==> config.mk <==
export PLATFORM = sky130hd
export DESIGN_NAME = elastic_stage_buffer_flat
export DESIGN_NICKNAME = d
export VERILOG_FILES = /design/src/rtl/elastic_stage_buffer_if.sv /design/src/rtl/elastic_stage_buffer.sv /design/src/flat_wrapper.sv
export SDC_FILE = /design/constraint.sdc
export NUM_CORES = 1
export LEC_CHECK = 0
export ABC_AREA = 0
export ABC_CLOCK_PERIOD_IN_PS = 7500
export CAP_MARGIN = 5
export CORE_UTILIZATION = 50
export DETAILED_ROUTE_END_ITERATION = 8
export GPL_ROUTABILITY_DRIVEN = 0
export MAX_ROUTING_LAYER = met4
export PLACE_DENSITY = 0.9
export SKIP_LAST_GASP = 1
export SLEW_MARGIN = 25
export SYNTH_ARGS = -nofsm -noshare
export SYNTH_HDL_FRONTEND = slang
export SYNTH_SLANG_ARGS = --single-unit
==> constraint.sdc <==
create_clock -name clk -period 7.5 [get_ports clk]
set_input_delay 1.5 -clock clk [delete_from_list [all_inputs] [get_ports clk]]
set_output_delay 1.5 -clock clk [all_outputs]
set_load 0.03 [all_outputs]
==> src/rtl/elastic_stage_buffer_if.sv <==
// Handshake bundle around the elastic stage buffer.
// The master side is the pipeline environment. The slave side is the buffer itself.
interface elastic_stage_buffer_if #(
  parameter int WIDTH = 16,
  parameter int DEPTH = 2,
  parameter int CNT_W = $clog2(DEPTH + 1)
);
  logic [WIDTH-1:0] data_in;
  logic             in_valid;
  logic             in_ready;
  logic             dis;
  logic             flush;
  logic [WIDTH-1:0] data_out;
  logic             out_valid;
  logic             out_ready;
  logic [CNT_W-1:0] count;

  modport master (
    output data_in, in_valid, dis, flush, out_ready,
    input  in_ready, data_out, out_valid, count
  );

  modport slave (
    input  data_in, in_valid, dis, flush, out_ready,
    output in_ready, data_out, out_valid, count
  );
endinterface

==> src/rtl/elastic_stage_buffer.sv <==
// Lockable circular-queue pipeline stage with valid/ready on both sides and synchronous flush.
// DEPTH=1 with both valids/readies held high behaves as a single stall/flush stage register.
module elastic_stage_buffer #(
  parameter int               WIDTH     = 16,
  parameter int               DEPTH     = 2,
  parameter logic [WIDTH-1:0] FLUSH_VAL = {WIDTH{1'b0}},
  localparam int              CNT_W     = $clog2(DEPTH + 1),
  localparam int              PTR_W     = (DEPTH > 1) ? $clog2(DEPTH) : 1
) (
  input logic                  clk,
  input logic                  rst,
  elastic_stage_buffer_if.slave bus
);

  generate
    if (DEPTH < 1 || DEPTH > 8 || (DEPTH & (DEPTH - 1)) != 0) begin : g_bad_depth
      $error("elastic_stage_buffer: DEPTH must be a power of two in 1..8");
    end
  endgenerate

  logic [WIDTH-1:0] mem_q [DEPTH];
  logic [WIDTH-1:0] mem_d [DEPTH];
  logic [PTR_W-1:0] wr_ptr_q, wr_ptr_d;
  logic [PTR_W-1:0] rd_ptr_q, rd_ptr_d;
  logic [CNT_W-1:0] count_q, count_d;

  logic in_ready;
  logic out_valid;
  logic push;
  logic pop;

  // Pointers wrap at DEPTH-1; with DEPTH=1 they are pinned at zero.
  function automatic logic [PTR_W-1:0] ptr_inc(input logic [PTR_W-1:0] p);
    if (p == PTR_W'(DEPTH - 1)) begin
      return '0;
    end
    return p + PTR_W'(1);
  endfunction

  always_comb begin
    in_ready  = (count_q != CNT_W'(DEPTH));
    out_valid = (count_q != '0);
    push      = bus.in_valid & in_ready & ~bus.flush;
    pop       = out_valid & bus.out_ready & ~bus.dis & ~bus.flush;
  end

  always_comb begin
    wr_ptr_d = wr_ptr_q;
    rd_ptr_d = rd_ptr_q;
    count_d  = count_q;
    if (bus.flush) begin
      wr_ptr_d = '0;
      rd_ptr_d = '0;
      count_d  = '0;
    end else begin
      if (push) begin
        wr_ptr_d = ptr_inc(wr_ptr_q);
      end
      if (pop) begin
        rd_ptr_d = ptr_inc(rd_ptr_q);
      end
      case ({push, pop})
        2'b10:   count_d = count_q + CNT_W'(1);
        2'b01:   count_d = count_q - CNT_W'(1);
        default: count_d = count_q;
      endcase
    end
  end

  always_comb begin
    mem_d = mem_q;
    if (push) begin
      mem_d[wr_ptr_q] = bus.data_in;
    end
  end

  always_ff @(posedge clk or posedge rst) begin
    if (rst) begin
      wr_ptr_q <= '0;
      rd_ptr_q <= '0;
      count_q  <= '0;
    end else begin
      wr_ptr_q <= wr_ptr_d;
      rd_ptr_q <= rd_ptr_d;
      count_q  <= count_d;
    end
  end

  // Storage carries no reset; occupancy alone decides what is visible.
  always_ff @(posedge clk) begin
    mem_q <= mem_d;
  end

  assign bus.in_ready  = in_ready;
  assign bus.out_valid = out_valid;
  assign bus.data_out  = out_valid ? mem_q[rd_ptr_q] : FLUSH_VAL;
  assign bus.count     = count_q;

endmodule

==> src/flat_wrapper.sv <==
// flat-port wrapper written by rule: the top's interface ports become plain ports
module elastic_stage_buffer_flat 
#(
  parameter int               WIDTH     = 16,
  parameter int               DEPTH     = 2,
  parameter logic [WIDTH-1:0] FLUSH_VAL = {WIDTH{1'b0}},
  localparam int              CNT_W     = $clog2(DEPTH + 1),
  localparam int              PTR_W     = (DEPTH > 1) ? $clog2(DEPTH) : 1
)
  (clk, rst, bus_data_in, bus_in_valid, bus_dis, bus_flush, bus_out_ready, bus_in_ready, bus_data_out, bus_out_valid, bus_count);
  elastic_stage_buffer_if #(.WIDTH(WIDTH), .DEPTH(DEPTH)) bus_i ();
  input logic clk;
  input logic rst;
  input wire logic [$bits(bus_i.data_in)-1:0] bus_data_in;
  input wire logic [$bits(bus_i.in_valid)-1:0] bus_in_valid;
  input wire logic [$bits(bus_i.dis)-1:0] bus_dis;
  input wire logic [$bits(bus_i.flush)-1:0] bus_flush;
  input wire logic [$bits(bus_i.out_ready)-1:0] bus_out_ready;
  output wire logic [$bits(bus_i.in_ready)-1:0] bus_in_ready;
  output wire logic [$bits(bus_i.data_out)-1:0] bus_data_out;
  output wire logic [$bits(bus_i.out_valid)-1:0] bus_out_valid;
  output wire logic [$bits(bus_i.count)-1:0] bus_count;
  assign bus_i.data_in = bus_data_in;
  assign bus_i.in_valid = bus_in_valid;
  assign bus_i.dis = bus_dis;
  assign bus_i.flush = bus_flush;
  assign bus_i.out_ready = bus_out_ready;
  assign bus_in_ready = bus_i.in_ready;
  assign bus_data_out = bus_i.data_out;
  assign bus_out_valid = bus_i.out_valid;
  assign bus_count = bus_i.count;
  elastic_stage_buffer #(.WIDTH(WIDTH), .DEPTH(DEPTH), .FLUSH_VAL(FLUSH_VAL)) u_core (.clk(clk), .rst(rst), .bus(bus_i));
endmodule
# Yosys cells after proc, flatten, opt, wreduce, memory -nomap -nowiden
# Index checks and enable logic that the tools add are counted.
[totals] output_inout_bits=20 elab_cells=52 reg_bits=36 inputBits=22
[classes] n_lt_le_gt_ge=3 reduce_logical=5 n_addsub=4 bitwise_logic=9 eq_ne=3 muxes=23
[ops] cell="16-bit 2-to-1 mux" n=5
[ops] cell="32-bit bitwise mux" n=1
[ops] cell="16-bit demux with 1-bit select" n=1
[ops] cell="1-bit 2-to-1 mux" n=14
[ops] cell="2-bit nonzero test" n=3
[ops] cell="1-bit AND" n=5
[ops] cell="2-bit greater-or-equal comparator, second input constant" n=2
[ops] cell="1-bit NOT with 2-bit output" n=2
[ops] cell="2-bit case mux with 2 select lines" n=1
[ops] cell="3-bit nonzero test" n=1
[ops] cell="1-bit adder, second input constant" n=2
[ops] cell="2-bit by 1-bit adder with 2-bit output, second input constant" n=1
[ops] cell="2-bit by 1-bit equality test with 1-bit output, second input constant" n=1
[ops] cell="2-bit equality test, second input constant" n=1
[ops] cell="2-bit by 1-bit less-than comparator with 1-bit output, second input constant" n=1
[ops] cell="2-bit 2-to-1 mux" n=1
[ops] cell="2-bit inequality test, second input constant" n=1
[ops] cell="1-bit NOT" n=2
[ops] cell="2-bit by 1-bit subtractor with 2-bit output, second input constant" n=1
[ops] cell="1-bit logical AND" n=1

# Logic depth before layout (Yosys ltp)
[depth] word_depth=9 depth_mapped=4 depth_no_buf=4

# Worst setup path after synthesis
# OpenSTA, ideal clock, no wires.
[synth_path] kind="input -> register" start="in bus_in_valid" end="reg u_core.mem_q[0] (netlist name) (enable)" path_buffers=0 arrival_ns=2.823 slack_ns=4.264 setup_time_ns=0.413 required_ns=7.087 stages=2 cell_sequence="nand2_1 > nor3b_1"
[synth_between] elab_chain_cells=2
[synth_rtl] item="start: declaration" line="flat_wrapper.sv:15" source="input wire logic [$bits(bus_i.in_valid)-1:0] bus_in_valid;"
[synth_rtl] item="1-bit AND (2 in series)" line="elastic_stage_buffer.sv:43" source="push = bus.in_valid & in_ready & ~bus.flush;"
[synth_rtl] item="end signal: assignment" line="elastic_stage_buffer.sv:91" source="mem_q <= mem_d;"
[synth_rtl] item="end: declaration" line="elastic_stage_buffer.sv:21" source="logic [WIDTH-1:0] mem_q [DEPTH];"
# Every way passes these cells.
# A chain may end at the register's enable or synchronous reset.

# Final worst setup path
[layout_path] start="reg u_core.rd_ptr_q" end="out bus_data_out[4]"
[layout_between] elab_chain_cells=5
[layout_rtl] item="start: declaration" line="elastic_stage_buffer.sv:24" source="logic [PTR_W-1:0] rd_ptr_q, rd_ptr_d;"
[layout_rtl] item="start signal: assignment" line="elastic_stage_buffer.sv:84" source="rd_ptr_q <= rd_ptr_d;"
[layout_rtl] item="1-bit NOT with 2-bit output (implied by the code)" line="elastic_stage_buffer.sv:96" source="assign bus.data_out = out_valid ? mem_q[rd_ptr_q] : FLUSH_VAL;"
[layout_rtl] item="16-bit 2-to-1 mux (implied by the code) (3 in series)" line="elastic_stage_buffer.sv:96"
[layout_rtl] item="16-bit 2-to-1 mux" line="elastic_stage_buffer.sv:96"
[layout_rtl] item="end: declaration" line="flat_wrapper.sv:20" source="output wire logic [$bits(bus_i.data_out)-1:0] bus_data_out;"
# Every way passes these cells. The select of a mux whose other input is x is not followed.

==> metrics.md <==
| Metric | Value |
|---|---|
| Drt initial violations | `62` |
| EDFF count, synth | `32` |
| Kind of cell adding the most delay to the critical path | `flip-flops` |
| CP peak stage delay | `0.95 ns` |
| Met2 usage | `0.3580` |
| Die width | `55.74 µm` |
| CTS tree | `yes` |
| Final Power | `440.4 µW` |
| Sw Pwr | `110.7 µW` |
| Met3 Use GR | `0.07674` |
| Max-slew headroom | `0.3948` |
| #FFs+latches synth | `36` |
| CP endpoint kind | `primary output` |
| Mapped Nets | `119` |
| DR pass1 iterations | `4` |
| Startpoint types | `register` |
| Final count of hold timing violations | `0` |
| Cell Count, Final, Fillers Out | `175` |
| Initial Util | `0.5281` |
| Power Density | `222.8 mW/mm²` |
| Largest net degree at the start of global routing | `20` |
| Finished Cell Area | `0.001977 mm²` |
| Synth Area per Inst | `14.89 µm²` |
| Synth unique cells | `20` |
| DIE AREA | `0.003106 mm²` |
| Buf/Inv on CP | `1` |
| Sequential power share | `0.528` |
| CTS max path bufs | `2` |
| Clock-pin slew on the worst setup and hold paths | `0.10 ns` |
| Post-route ant nets | `0` |
| Top_reg_cell synth | `edfxtp_1` |
| Clock Power Share | `0.305` |
| Hold_ws | `0.6289 ns` |
| Lkg Pwr | `0.6745 nW` |
| Cell Rows | `19` |
| Worst setup path class | `register to primary output` |
| Total CTS buffers | `5` |
| CP Data Arrival Time | `2.37 ns` |
| DRC Markers | `0` |
| Die height | `55.74 µm` |
| Met1 usage | `0.2290` |
| CTS resizes | `0` |
| Min Tclk post-route | `3.867 ns` |
| Share of cells above drive strength 1 | `0.08333` |
| Top Usage Layer GRT | `met2` |
| Crit path cell chain | `mux2i_1 > nor2_1 > clkdlybuf4s50_1` |
| Mapped Area | `0.001444 mm²` |
| Final #Nets | `165` |
| Max_cap viols | `0` |
| Sinks on Clock Net | `36` |
| Synth async-reset ratio | `0.1111` |
| Final setup viols | `0` |
| Min-Delay Path Class | `register to register` |
| Final Skew | `0.008012 ns` |
| Final period util | `0.5157` |
| Worst R2R Setup Slack | `5.54 ns` |
| Ys Warns | `0` |
| Worst skew pair latency | `0.34 ns` |
| Buffers on Ports | `41` |
| Final HPWL DP | `1952 µm` |
| Core Box Area | `0.002734 mm²` |
| Fin. max-slew vios | `0` |
| Logic gate share of total power | `0.167` |
| Slowest-stage cell, CP | `dfrtp_1` |
| GRT Total Usage | `0.2166` |
| GR Overflow Total | `0` |
| Post-synthesis sequential area ratio | `0.7348` |
| R2r startpoint | `u_core.bus.count[1]` |
| F_max | `258.6 MHz` |
| Avg Vias per Cell | `5.571` |
| Vias in the first global route | `996` |
| Filler cells | `186` |
| Max rail drop VDD | `0.1899 mV` |
| DR WL/cell | `16.37 µm` |
| # Post-CTS Setup Buffers | `0` |
| Clock root buffer | `clkbuf_4` |
| Global-route wire length before repair | `4664 µm` |
| I/O Pins | `42` |
| RSZ-0062 raised after global routing | `false` |
| Htree depth | `2` |
| Int Power | `329.7 µW` |
| Gate Count Post-Synth | `97` |
| DR vias | `975` |
| CTS Hold Bufs | `0` |
| Area post-placement | `0.001897 mm²` |
| Initial antenna violation count | `0` |
| Area grow syn2layout | `36.92%` |
| Slew @ Worst Pin | `0.9078 ns` |
| Crit. Startpoint | `u_core.rd_ptr_q` |
| Post-Route WL | `2864 µm` |
| Worst EP required | `6.00 ns` |
| Critical path fanouts, max | `18` |
| Diodes inserted | `0` |
| Sw frac | `0.2513` |
| Placed cells | `167` |
| Setup TNS | `0 ns` |
| HP Start | `u_core.wr_ptr_q` |
| Status | `finished clean` |
power by group through the flow:
stage | logic, mW | clock network, mW | registers [mW]
floorplan | 0.0380 | 0 | 0.236
global placement | 0.0707 | 0 | 0.237
detailed placement | 0.0733 | 0 | 0.237
CTS | 0.0739 | 0.137 | 0.233
global route | 0.0778 | 0.147 | 0.234
finish | 0.0735 | 0.134 | 0.233
cells in the mapped netlist, types with 2 or more instances:
library cell,n,area [µm²]
mux2i_1,16,160.2
a21oi_1,4,20.02
nor3b_1,2,15.01
o21ai_0,3,15.01
nor2_1,16,60.06
inv_1,4,15.01
or3_1,2,12.51
nand2_1,2,7.510
dfrtp_1,4,100.1
nor2b_1,2,12.51
edfxtp_1,32,960.9
buf_4,2,15.01
cells in the final DEF (no fill, tap or decap):
cell	netlist	routed
o21ai_0	3	3
nor3_2	0	1
nand2b_1	1	1
clkinv_2	0	1
o211ai_1	1	1
bufinv_16	0	1
nor2b_1	2	2
nor3b_4	0	1
buf_4	2	1
nand2_1	2	2
a31oi_1	1	1
clkbuf_4	0	5
nor3b_1	2	1
nor2_2	1	1
edfxtp_1	32	32
mux2i_1	16	16
inv_1	4	4
or3_1	2	2
a21oi_1	4	4
nor2_1	16	16
clkinvlp_4	0	1
dfrtp_1	4	4
nand3_1	1	1
clkdlybuf4s50_1	0	41
and3b_1	1	1
layout make-up:
cell class	instances	area, µm²	area share
Sequential cell	36	1061	0.5367
Timing Repair Buffer	42	417.9	0.2114
Multi-Input combinational cell	54	364.1	0.1842
Clock inverter	3	42.54	0.02152
Tap cell	31	38.79	0.01962
Clock buffer	5	37.54	0.01899
Inverter	4	15.01	0.007595
state kept, by name, summed over array words and instances, names as in the netlist:
name              flops
u_core.bus.count      2
u_core.rd_ptr_q       1
u_core.wr_ptr_q       1
u_core.mem_q         32
per-stage QoR:
step                utilization  worst slack [ns]
floorplan                     -             4.264
global placement         0.6915             3.978
detailed placement       0.6938             4.010
CTS                      0.7231             3.616
global route             0.7231             3.505
finish                   0.7231             3.633
metal layers:
layer,vias to the layer above,routed length [µm]
li1,450,-
met1,468,1011
met2,48,1544
met3,9,213
met4,0,95
met5,-,0
worst min-delay path, delay by kind of cell, from the launching register on:
kind	cells	cell delay, ns
AOI/OAI and AO/OA	2	0.17
DFF	1	0.44
final timing paths:
| path | cells past startpoint | endpoint |
|---|---|---|
| min | 2 | u_core.wr_ptr_q |
| min reg2reg | 2 | u_core.wr_ptr_q |
| max reg2reg | 4 | u_core.mem_q[11] |
| max in group asynchronous | 2 | u_core.bus.count[1] |
| max | 3 | bus_data_out[4] |
| min in group asynchronous | 2 | u_core.bus.count[0] |
cells by family (layout without fill, tap and decap cells):
family                 count (synthesis)  after routing  share of synthesized area
AOI/OAI and AO/OA                      9              9                    0.03380
buffers and inverters                  7             54                    0.02425
DFF                                   36             36                     0.7348
muxes                                 16             16                     0.1109
and+or+nand+nor                       29             29                    0.09618
(Power assumes the default switching activity.)
